`src/rtl/move_controller.sv`:
```
// move_controller: takes a position select and an Enter press and produces a
// single-cycle one-hot Sel strobe for the nine board cells, plus a stable Turn
// flag. It rejects illegal moves, alternates turns and counts committed moves.
//
// state    | meaning
// ---------+----------------------------------------------------------------
// IDLE     | waiting for an Enter press edge; Ready is high only here
// CHECK    | latched position validated against Board, GameOver, MoveCount
// COMMIT   | Sel strobe high for this one cycle; Turn still the mover's symbol
// WAIT_REL | waiting for Enter release before another press is accepted
module move_controller #(
  parameter bit FIRST_TURN = 1'b0
) (
  input  logic        clk,
  input  logic        Reset,
  input  logic        Enter,
  input  logic [3:0]  Pos,
  input  logic [17:0] Board,
  input  logic        GameOver,
  output logic [8:0]  Sel,
  output logic        Turn,
  output logic        Illegal,
  output logic [3:0]  MoveCount,
  output logic        Full,
  output logic        Ready
);

  typedef enum logic [1:0] {
    IDLE     = 2'd0,
    CHECK    = 2'd1,
    COMMIT   = 2'd2,
    WAIT_REL = 2'd3
  } state_t;

  localparam logic [3:0] LAST_CELL = 4'd8;
  localparam logic [3:0] MAX_MOVES = 4'd9;

  state_t      state_q, state_d;
  logic        en_q;
  logic        rise;
  logic [3:0]  pos_q, pos_d;
  logic [8:0]  sel_q, sel_d;
  logic        turn_q, turn_d;
  logic        illegal_q, illegal_d;
  logic [3:0]  count_q, count_d;
  logic [1:0]  cell_state;
  logic        legal;

  assign rise = Enter & ~en_q;

  // Enter history; resets high so a button held through reset is not a press.
  always_ff @(posedge clk or posedge Reset) begin
    if (Reset) begin
      en_q <= 1'b1;
    end else begin
      en_q <= Enter;
    end
  end

  // State of the latched cell; positions beyond 8 read as empty here but are
  // rejected by the range term of the legality check.
  always_comb begin
    cell_state = 2'b00;
    for (int i = 0; i < 9; i++) begin
      if (pos_q == 4'(i)) begin
        cell_state = Board[2*i +: 2];
      end
    end
  end

  assign legal = (pos_q <= LAST_CELL) &&
                 (cell_state == 2'b00) &&
                 !GameOver &&
                 (count_q < MAX_MOVES);

  // Next-state and datapath decisions; Sel and Illegal default low so each is
  // a single-cycle pulse.
  always_comb begin
    state_d   = state_q;
    pos_d     = pos_q;
    sel_d     = '0;
    turn_d    = turn_q;
    illegal_d = 1'b0;
    count_d   = count_q;
    case (state_q)
      IDLE: begin
        if (rise) begin
          pos_d   = Pos;
          state_d = CHECK;
        end
      end
      CHECK: begin
        if (legal) begin
          sel_d   = 9'd1 << pos_q;
          state_d = COMMIT;
        end else begin
          illegal_d = 1'b1;
          state_d   = WAIT_REL;
        end
      end
      COMMIT: begin
        // The in-flight move completes even if GameOver rises now.
        turn_d = ~turn_q;
        if (count_q < MAX_MOVES) begin
          count_d = count_q + 4'd1;
        end
        state_d = WAIT_REL;
      end
      WAIT_REL: begin
        if (!Enter) begin
          state_d = IDLE;
        end
      end
      default: begin
        state_d = IDLE;
      end
    endcase
  end

  // State and output registers; reset aborts any move in flight.
  always_ff @(posedge clk or posedge Reset) begin
    if (Reset) begin
      state_q   <= IDLE;
      pos_q     <= '0;
      sel_q     <= '0;
      turn_q    <= FIRST_TURN;
      illegal_q <= 1'b0;
      count_q   <= '0;
    end else begin
      state_q   <= state_d;
      pos_q     <= pos_d;
      sel_q     <= sel_d;
      turn_q    <= turn_d;
      illegal_q <= illegal_d;
      count_q   <= count_d;
    end
  end

  assign Sel       = sel_q;
  assign Turn      = turn_q;
  assign Illegal   = illegal_q;
  assign MoveCount = count_q;
  assign Full      = (count_q == MAX_MOVES);
  assign Ready     = (state_q == IDLE);

endmodule

```
`config.mk`:
```
export PLATFORM = sky130hd
export DESIGN_NAME = move_controller
export DESIGN_NICKNAME = d
export VERILOG_FILES = /design/src/rtl/move_controller.sv
export SDC_FILE = /design/constraint.sdc
export NUM_CORES = 1
export LEC_CHECK = 0
export CORE_MARGIN = 2
export CORE_UTILIZATION = 43
export DETAILED_ROUTE_END_ITERATION = 12
export PLACE_DENSITY = 0.87
export SYNTH_ARGS = -nofsm -noshare
export SYNTH_HDL_FRONTEND = slang
export SYNTH_SLANG_ARGS = --single-unit
```
`constraint.sdc`:
```
create_clock -name clk -period 1.78 [get_ports clk]
set_input_delay 0.267 -clock clk [delete_from_list [all_inputs] [get_ports clk]]
set_output_delay 0.267 -clock clk [all_outputs]
set_load 0.01 [all_outputs]
```
## Word-level counts from Yosys, hierarchy flattened

Index checks and enable logic that the tools add are counted.

- Output and inout bits: 17
- Input bits: 26
- Memories kept: 0
- Logic and storage cells: 55
- Latch bits: 0
- Bits in registers: 22
- Bits in read-only memories: 0
- Bits in writable memories: 0

- Multiplexer cells: 17
- $lt $le $gt $ge: 2
- Equal/unequal tests: 14
- Divide/modulo/power cells: 0
- Shift operators: 1
- Bitwise logic cells: 3
- Reductions and logical operators: 10
- $mul: 0
- $add $sub $neg: 1

Operators with widths:

| cell | number |
|---|---|
| $mux 2 | 11 |
| $mux 9 | 2 |
| $eq 4x3->1 const B | 4 |
| $shl 1x4->9 const A | 1 |
| $eq 4x2->1 const B | 2 |
| $eq 4x4->1 const B | 2 |
| $pmux 2 s4 | 1 |
| $reduce_and 2->1 | 3 |
| $add 4x1->4 const B | 1 |
| $eq 2x2->1 const B | 2 |
| $eq 4x1->1 const B | 1 |
| $le 4x4->1 const B | 1 |
| $logic_not 2->1 | 2 |
| $logic_not 4->1 | 1 |
| $lt 4x4->1 const B | 1 |
| $logic_and 1x1->1 | 3 |
| $mux 1 | 3 |
| $eq 2x1->1 const B | 1 |
| $ne 2x1->1 const B | 1 |
| $ne 2x2->1 const B | 1 |
| $not 1->1 | 2 |
| $and 1x1->1 | 1 |
| $logic_not 1->1 | 1 |

## Longest topological paths before layout

Gate-level depths: netlist of the first run.

- Depth after elaboration: 16
- Depth in mapped cells: 7
- Mapped depth without buffers: 7

## Worst setup path after synthesis of the first run

OpenSTA, ideal clock, no wires.

- Kind: reg-to-reg
- Start point: register count_q[0] (netlist: MoveCount[0])
- End point: register sel_q[4] (netlist: Sel[4])
- Clock period less this slack: 1.578 ns
- Stages on the path, launching flop included: 7
- Library setup time: 0.125 ns
- Buffers on the path: 0
- Required time: 1.655 ns
- Setup slack: 0.202 ns
- Arrival time: 1.453 ns
- Cell sequence: dfrtp_1 inv_1 ha_1 nand2b_1 a21oi_1 nand4b_1 a2111oi_0

- Word-level cells in the longest chain between the ends: 4

Ends and longest elaborated chain:

| element | line | RTL |
|---|---|---|
| start, declared | 45 | `logic [3:0] count_q, count_d;` |
| start signal, assigned | 135 | `count_q <= count_d;` |
| $lt 4x4->1 | 74 | `(count_q < MAX_MOVES);` |
| $logic_and 1x1->1 | 73 | `!GameOver &&` |
| $mux 9 | 93 | `if (legal) begin` |
| $mux 9 | 85 | `case (state_q)` |
| via sel_d[4] | 42 | `logic [8:0] sel_q, sel_d;` |
| end signal, assigned | 132 | `sel_q <= sel_d;` |
| end, declared | 42 |  |

The timed path passes the listed nets, and every way through them passes these cells.
A chain may end at the register's enable or synchronous reset.

## Final worst setup path of the first run

- Start point: register count_q[1] (netlist: MoveCount[1])
- End point: register sel_q[4] (netlist: Sel[4])

The elaborated chain is that of the path after synthesis.

==> results of run 1 <==
## metrics by stage
step                      util (%)  power (mW)  cells  setup slack (ns)
final                         69.6        2.50    190            0.0593
after global routing          69.6        2.67    190           -0.0373
after CTS                     68.3        2.42    189           0.00866
after detailed placement      65.9        2.02    185           -0.0874
after global placement        65.9        1.94    185           -0.0290
after floorplan                  -        1.52    108             0.202
## cell usage in the layout (no fill, tap or decap), drive strengths merged, types with 2 or more instances in the layout
master,netlist,layout
clkdlybuf4s50,0,40
dfrtp,21,21
nor2,12,12
buf,2,8
inv,7,7
ha,7,7
nand2,6,6
mux2,6,6
nor3,6,6
nand2b,5,5
o21ai,4,4
clkbuf,1,4
nor4b,3,3
a21oi,3,3
nor2b,2,2
a221oi,2,2
a31oi,2,2
dlygate4sd2,0,2
nor4,2,2
a2111oi,2,2
a211oi,2,2
## state kept, by name, summed over array words and instances (netlist names)
name       flops
en_q           1
Illegal        1
Turn           1
Sel            9
pos_q          4
state_q        2
MoveCount      4
## metal layers
layer	global-route usage, %	up-vias
li1	-	486
met1	22.0	506
met2	31.3	38
met3	2.58	6
met4	10.5	0
met5	0	-
## final timing paths
kind	startpoint	end	slack, ns	depth (start not counted)
max	MoveCount[1]$_DFFE_PP0P_	Sel[4]$_DFF_PP0_	0.06	6
min	Reset	Illegal$_DFF_PP0_	0.27	3
max reg2reg	MoveCount[1]$_DFFE_PP0P_	Sel[4]$_DFF_PP0_	0.06	6
min reg2reg	Turn$_DFFE_PP0N_	Turn$_DFFE_PP0N_	0.47	1
max in group asynchronous	Reset	en_q$_DFF_PP1_	1.24	3
min in group clk	Turn$_DFFE_PP0N_	Turn$_DFFE_PP0N_	0.47	1
## layout make-up
type | count | share of cell area, %
Sequential cell | 22 | 32.1
Timing Repair Buffer | 51 | 28.0
Inverter | 7 | 1.52
Tap cell | 30 | 2.18
Clock buffer | 3 | 1.31
Clock inverter | 1 | 1.74
Multi-Input combinational cell | 76 | 33.1
## cells by family after synthesis
group / Yosys count / share of synthesized area (%)
XOR/XNOR: 2 / 1.55
AND/OR/NAND/NOR: 40 / 18.9
multiplexers: 6 / 5.98
flip-flops: 22 / 48.8
AO/OA/AOI/OAI: 21 / 13.3
adder cells (fa/ha/maj): 7 / 7.75
buffers and inverters: 10 / 3.65
## where the power goes
| part | switching (mW) | leakage (nW) | internal [mW] |
|---|---|---|---|
| clock | 0.154 | 0.0279 | 0.228 |
| sequential | 0.220 | 0.277 | 0.654 |
| combinational | 0.597 | 0.431 | 0.647 |
## worst reg2reg max path: stages, from the launching register on
cell	delay, ns
sky130_fd_sc_hd__dfrtp_1	0.40
sky130_fd_sc_hd__inv_1	0.08
sky130_fd_sc_hd__ha_1	0.18
sky130_fd_sc_hd__nand2b_1	0.10
sky130_fd_sc_hd__a21oi_2	0.21
sky130_fd_sc_hd__nand4b_1	0.15
sky130_fd_sc_hd__a2111oi_1	0.47
## what timing repair did
item,4_1_cts,5_1_grt
pin swaps,0,2
setup endpoints to repair,7,9
gates resized for setup,5,7
setup buffers,0,1
cloned,0,0
==> impl.org, run 1 <==
** Outcome
- The run finished with clean final reports.

** Drt
- Number of nets with antenna violations after detailed routing :: 0
- First-iteration detailed-routing DRC count :: 22
- After detailed routing, the total wire length is 2760 µm.
- Post-route met1 wirelength :: 1200 µm
- First-pass iteration count of the detailed router :: 4
- Amount of wire on met2 after detailed routing :: 1360 µm
- Remaining design rule violation count :: 0
- Using the TritonRoute via totals, the vias-per-cell ratio works out to 5.45.
- Highest signal layer in the routed design :: met4
- Total number of vias :: 1,036
- In the detailed route, the total length drawn on met3 is 128 µm.
- In the final routed layout, each cell accounts on average for 14.5 µm.

** Floorplan
- Die X :: 55.3 µm
- Die Area :: 0.00305 mm²
- IO Count :: 43
- Once the floorplan was initialized, standard cells occupied 45.6% of the core.
- Standard-cell row count :: 18
- Core ar. :: 0.00248 mm²
- Die Span Y :: 55.3 µm

** Clocking
- The clock passes through at most 2 buffers.
- The number of clock buffers added by TritonCTS is 3.
- The number of hold buffers added after CTS was 0.
- H-tree levels :: 1
- CTS tree :: yes
- Clk pin slew, worst setup/hold paths :: 0.12 ns
- Clock tree synthesis selected as its root buffer the cell sky130_fd_sc_hd__clkbuf_4.
- Number of clock sinks :: 22
- At the later pin of the worst-skew pair, clock insertion delay measures 0.31 ns.

** Pwr
- Leakage power :: 0.736 nW
- PD cells :: 1450 mW/mm²
- Maximum vdd ir drop :: 1.02 mV

** Worst setup path
- Critical path's slowest cell :: sky130_fd_sc_hd__a2111oi_1
- Critical path fanouts, max :: 3
- The kind of cell with the highest combined delay along the critical path is compound AO/OA/AOI/OAI gates.
- In this design, the stage delay of the slowest critical-path cell is 0.47 ns.
- Category of the critical setup timing path :: reg2reg
- The critical path goes through inv_1, ha_1, nand2b_1, a21oi_2, nand4b_1, a2111oi_1.
- Critical path endpoint category :: flip-flop
- STA puts the critical path data arrival time at 1.89 ns.
- Required time reported for the critical path endpoint :: 1.95 ns
- Together, buffers and inverters on the worst path number 1.
- CP Launch Type :: flip-flop

** Placement
- Routability-driven placement congestion ratio :: 0.874
- Placed cell area :: 0.00163 mm²
- The count of buffers added on input and output ports is 42.
- Detailed Place HPWL :: 1990 µm

** Global routing
- Global-route wire length before repair :: 4460 µm
- Summed over all layers, the global routing overflow is 0.
- GRT Total Usage :: 18.3%
- Number of antenna violations at the first check in global routing :: 0
- Entering global routing, the biggest net connects 23 pins.
- The via count of the first global-routing pass came to 1,023.

** STA
- Worst-Margin Slew :: 0.422 ns
- Final setup viols :: 0
- For the finished layout, the period the worst path requires is 1.72 ns.
- Setup Skew :: 0.00113 ns
- The final count of pins violating max slew is 0.
- Timing-limited maximum frequency :: 0.581 GHz
- On the final layout, the worst hold slack is 0.273 ns.
- Final clock period utilization by the worst path :: 96.7%
- For the final routed database, the setup TNS stands at 0 ns.
- In this run the tightest slew margin relative to its limit is 71.8%.
- Count of endpoints failing hold in the final timing report :: 0

** Synth
- A synthesized cell averages 10.5 µm².
- Dominant register cell in the synthesized netlist :: sky130_fd_sc_hd__dfrtp_1
- Most common cell in the netlist :: sky130_fd_sc_hd__dfrtp_1
- Share of the synthesized area in the top cell type :: 46.5%
- Most instantiated cells after synthesis :: sky130_fd_sc_hd__dfrtp_1, sky130_fd_sc_hd__nor2_1, sky130_fd_sc_hd__ha_1, sky130_fd_sc_hd__inv_1
- Mapped cell area :: 0.00113 mm²
- Synth area leaders :: sky130_fd_sc_hd__dfrtp_1, sky130_fd_sc_hd__ha_1, sky130_fd_sc_hd__mux2_2
- Share of flip-flops with an asynchronous set or reset after synthesis :: 100%
- Count of state elements after synthesis :: 22
- Part of the Yosys area used for sequential elements :: 48.8%
- Post-synth EDFFs :: 0
- In the synthesized netlist, the number of instances is 108.
- sky130_fd_sc_hd__dfrtp_1 takes more of the synthesized area than any other cell.
- Yosys printed 0 warnings.
- The number of different library cells used by synthesis comes to 34.
- Total nets after synthesis :: 141

** Final layout
- The filler cells instantiated in the layout total 196.
- Relative to the synthesized area, the layout overhead comes to 52.7%.
- Total area of multi-input combinational cells :: 572 µm²
- Registers take 554 µm².
- The post-route netlist has 18.8% of its cells at a drive strength greater than 1.
- After the last flow step, the layout net total stands at 194.
- Number of antenna diodes :: 0
- Final standard cell area without fillers :: 0.00173 mm²

** Hold path
- The worst hold path belongs to the class in2async.

** Run
- Across the run, the number of max-cap violations was 0.
Power figures use the tool's default switching activity.
==> run 2, diff against run 1 <==
GPL_TIMING_DRIVEN = 0   (was unset)
==> run 2 against run 1 <==
  * The run now ends with setup timing left
  * Utilization fell by 1.7 points
  * Clock-buffer cell count rose by 1
  * Maximum frequency fell by 3.4%
  * Setup slack got worse by 0.061 ns
  * Critical path depth fell by 1
  * Register-to-register slack got worse by 0.06 ns
  * Clock skew rose by 0.0055 ns
  * Final cell count rose by 0.53%
  * Wire length rose by 0.15%
  * Via count rose by 2.6%
  * Sequential cell count did not move
  * Worst hold slack improved by 0.12 ns
  * Largest power group unchanged
==> impl.org, run 2 (synthesis results as in run 1) <==
** Outcome
- The flow ran to the end, but the final reports show violations.
- Failing checks :: setup timing

** Final layout
- Number of nets in the layout :: 195
- Compared with the post-synthesis result, the final layout area differs by 49.1%.
- Measured on the finished design, the core utilization comes to 68.0%.
- In the layout the commonest cells are sky130_fd_sc_hd__clkdlybuf4s50_1, sky130_fd_sc_hd__dfrtp_1, sky130_fd_sc_hd__nor2_1.
- Fraction of final layout cells with drive strength greater than 1 :: 16.8%
- Fill count :: 195
- The register with the most flip-flops in the layout has 9 of them.
- Number of antenna diodes :: 0
- The library cell used most frequently in the layout, excluding fill and tap cells, is sky130_fd_sc_hd__clkdlybuf4s50_1.

** Floorplan
- Initial Util :: 45.6%
- Die X :: 55.3 µm
- Core ar. :: 0.00248 mm²
- Standard-cell row count :: 18
- The die covers 0.00305 mm².
- Die Span Y :: 55.3 µm
- For this design the top-level I/O count stands at 43.

** Placement
- After legalization and detailed placement, the total HPWL measured 2050 µm.
- Buffers placed on the I/O ports in this run total 42.
- Routability-driven placement congestion ratio :: 0.881

** STA
- The final count of pins violating max slew was 0.
- Final setup viols :: 1
- The smallest clock period supported by the final layout is computed as 1.78 ns.
- Count of endpoints failing hold in the final timing report :: 0
- Final clock period utilization by the worst path :: 100%
- Setup Skew :: 0.00660 ns
- Adding up every negative setup slack in the final design gives -0.00188 ns.
- Worst-Margin Slew :: 0.809 ns
- Across all hold checks on the routed design, the worst slack comes to 0.397 ns.
- Worst relative slew slack :: 46.0%
- Derived from the worst setup path, the maximum achievable clock frequency is 0.561 GHz.
- In the post-route analysis, the smallest setup slack over all paths is -0.00188 ns.

** Hold path
- The path class of the tightest hold or removal check is in2async.

** Clocking
- Number of clock sinks :: 22
- After clock tree synthesis, the clock-pin slew on the worst setup and hold paths is 0.12 ns.
- Buffer levels on the longest clock path :: 2
- Root buffer cell :: sky130_fd_sc_hd__clkbuf_4
- H-tree levels :: 1
- Num CTS Buffers :: 3
- CTS tree :: yes
- Clk_lat worst skew :: 0.32 ns

** Drt
- Number of nets with antenna violations after detailed routing :: 0
- In the final routed layout, each cell accounts on average for 14.5 µm.
- First-iteration detailed-routing DRC count :: 30
- Remaining design rule violation count :: 0
- Via density :: 5.57
- Total number of vias :: 1,063
- Before antenna repair, the detailed router went through 4 iterations.
- Wirelength, routed :: 2760 µm

** Global routing
- Global route overflow :: 0
- The via count of the first global-routing pass was 1,018.
- The initial antenna violation count was 0.
- Pin count of the biggest net entering global routing :: 23
- GRT Total Usage :: 18.5%
- Global-route wire length before repair :: 4480 µm

** Worst setup path
- The worst setup path is captured at a flip-flop.
- CP Launch Type :: flip-flop
- Critical path fanouts, max :: 6
- By startpoint and endpoint, the worst setup path is classified as reg2reg.
- STA puts the critical path data required time at 2.03 ns.
- At the worst endpoint, the arrival time is 2.04 ns.

** Pwr
- Dividing total power by cell area gives a power density of 1370 mW/mm².
- Maximum vdd ir drop :: 0.814 mV
- Summed over all cells, the static leakage comes to 0.722 nW.
- After layout, the design draws a total of 2.31 mW.

** Run
- Across the run, the number of max-cap violations was 0.
[run 2: cell count changes in the layout (fill, tap and decap cells not counted), sizes merged]
cell / previous run / this run
bufinv: 1 / 0
clkbuf: 4 / 5
buf: 8 / 9
[run 2: per-stage QoR]
| step | setup slack, ns | cells | cell area [µm²] |
|---|---|---|---|
| 2_1_floorplan | 0.202 | 108 | 1130 |
| 3_3_place_gp | -0.0358 | 180 | 1590 |
| 3_5_place_dp | -0.148 | 180 | 1590 |
| 4_1_cts | 0.000140 | 186 | 1640 |
| 5_1_grt | -0.133 | 191 | 1680 |
| 6_report | -0.00188 | 191 | 1680 |
[run 2: path summary, 6_finish.rpt]
path,startpoint,slack (ns),endpoint,cells after the start
worst max register to register,pos_q[1]$_DFFE_PP0P_,-0.002,Sel[1]$_DFF_PP0_,5
min in group clk,Turn$_DFFE_PP0N_,0.47,Turn$_DFFE_PP0N_,1
max in group asynchronous,Reset,0.83,MoveCount[0]$_DFFE_PP0P_,2
worst min-delay path,Reset,0.40,MoveCount[2]$_DFFE_PP0P_,2
worst min register to register,Turn$_DFFE_PP0N_,0.47,Turn$_DFFE_PP0N_,1
worst max-delay path,pos_q[1]$_DFFE_PP0P_,-0.002,Sel[1]$_DFF_PP0_,5
[run 2: critical path, cell delays in order, from the launching register on]
cell	delay, ns
sky130_fd_sc_hd__dfrtp_1	0.44
sky130_fd_sc_hd__nor4_1	0.27
sky130_fd_sc_hd__a2111oi_1	0.10
sky130_fd_sc_hd__a211oi_1	0.44
sky130_fd_sc_hd__nand4_1	0.29
sky130_fd_sc_hd__nor2_1	0.18
[run 2: what timing repair did]
item | 4_1_cts | 5_1_grt
setup endpoints to repair | 3 | 5
buffers inserted | 2 | 5
pin swaps | 1 | 2
hold buffers | 0 | 0
resized for setup | 6 | 2
[run 2: per-layer routing]
metal / share of wire, % / GRT usage, % / routed length (µm) / vias up
li1: - / - / - / 496
met1: 40 / 21.2 / 1110 / 510
met2: 52 / 33.0 / 1430 / 49
met3: 5.7 / 3.04 / 158 / 8
met4: 2.2 / 9.06 / 62 / 0
met5: 0 / 0 / 0 / -
[run 2: area by class of cell]
type / count / area [µm²] / area share, %
buffer: 3 / 15.0 / 0.892
tap: 30 / 37.5 / 2.23
timing repair buffer: 49 / 470 / 27.9
multi-input combinational: 76 / 556 / 33.0
clock buffer: 4 / 26.3 / 1.56
sequential: 22 / 553 / 32.8
inverter: 7 / 26.3 / 1.56
[run 2: power by group]
| part | total, mW | switching (mW) | internal [mW] | leakage (nW) |
|---|---|---|---|---|
| clock network | 0.239 | 0.151 | 0.0879 | 0.0150 |
| logic | 1.26 | 0.626 | 0.636 | 0.429 |
| registers | 0.808 | 0.155 | 0.652 | 0.278 |
| total | 2.31 | 0.933 | 1.38 | 0.722 |
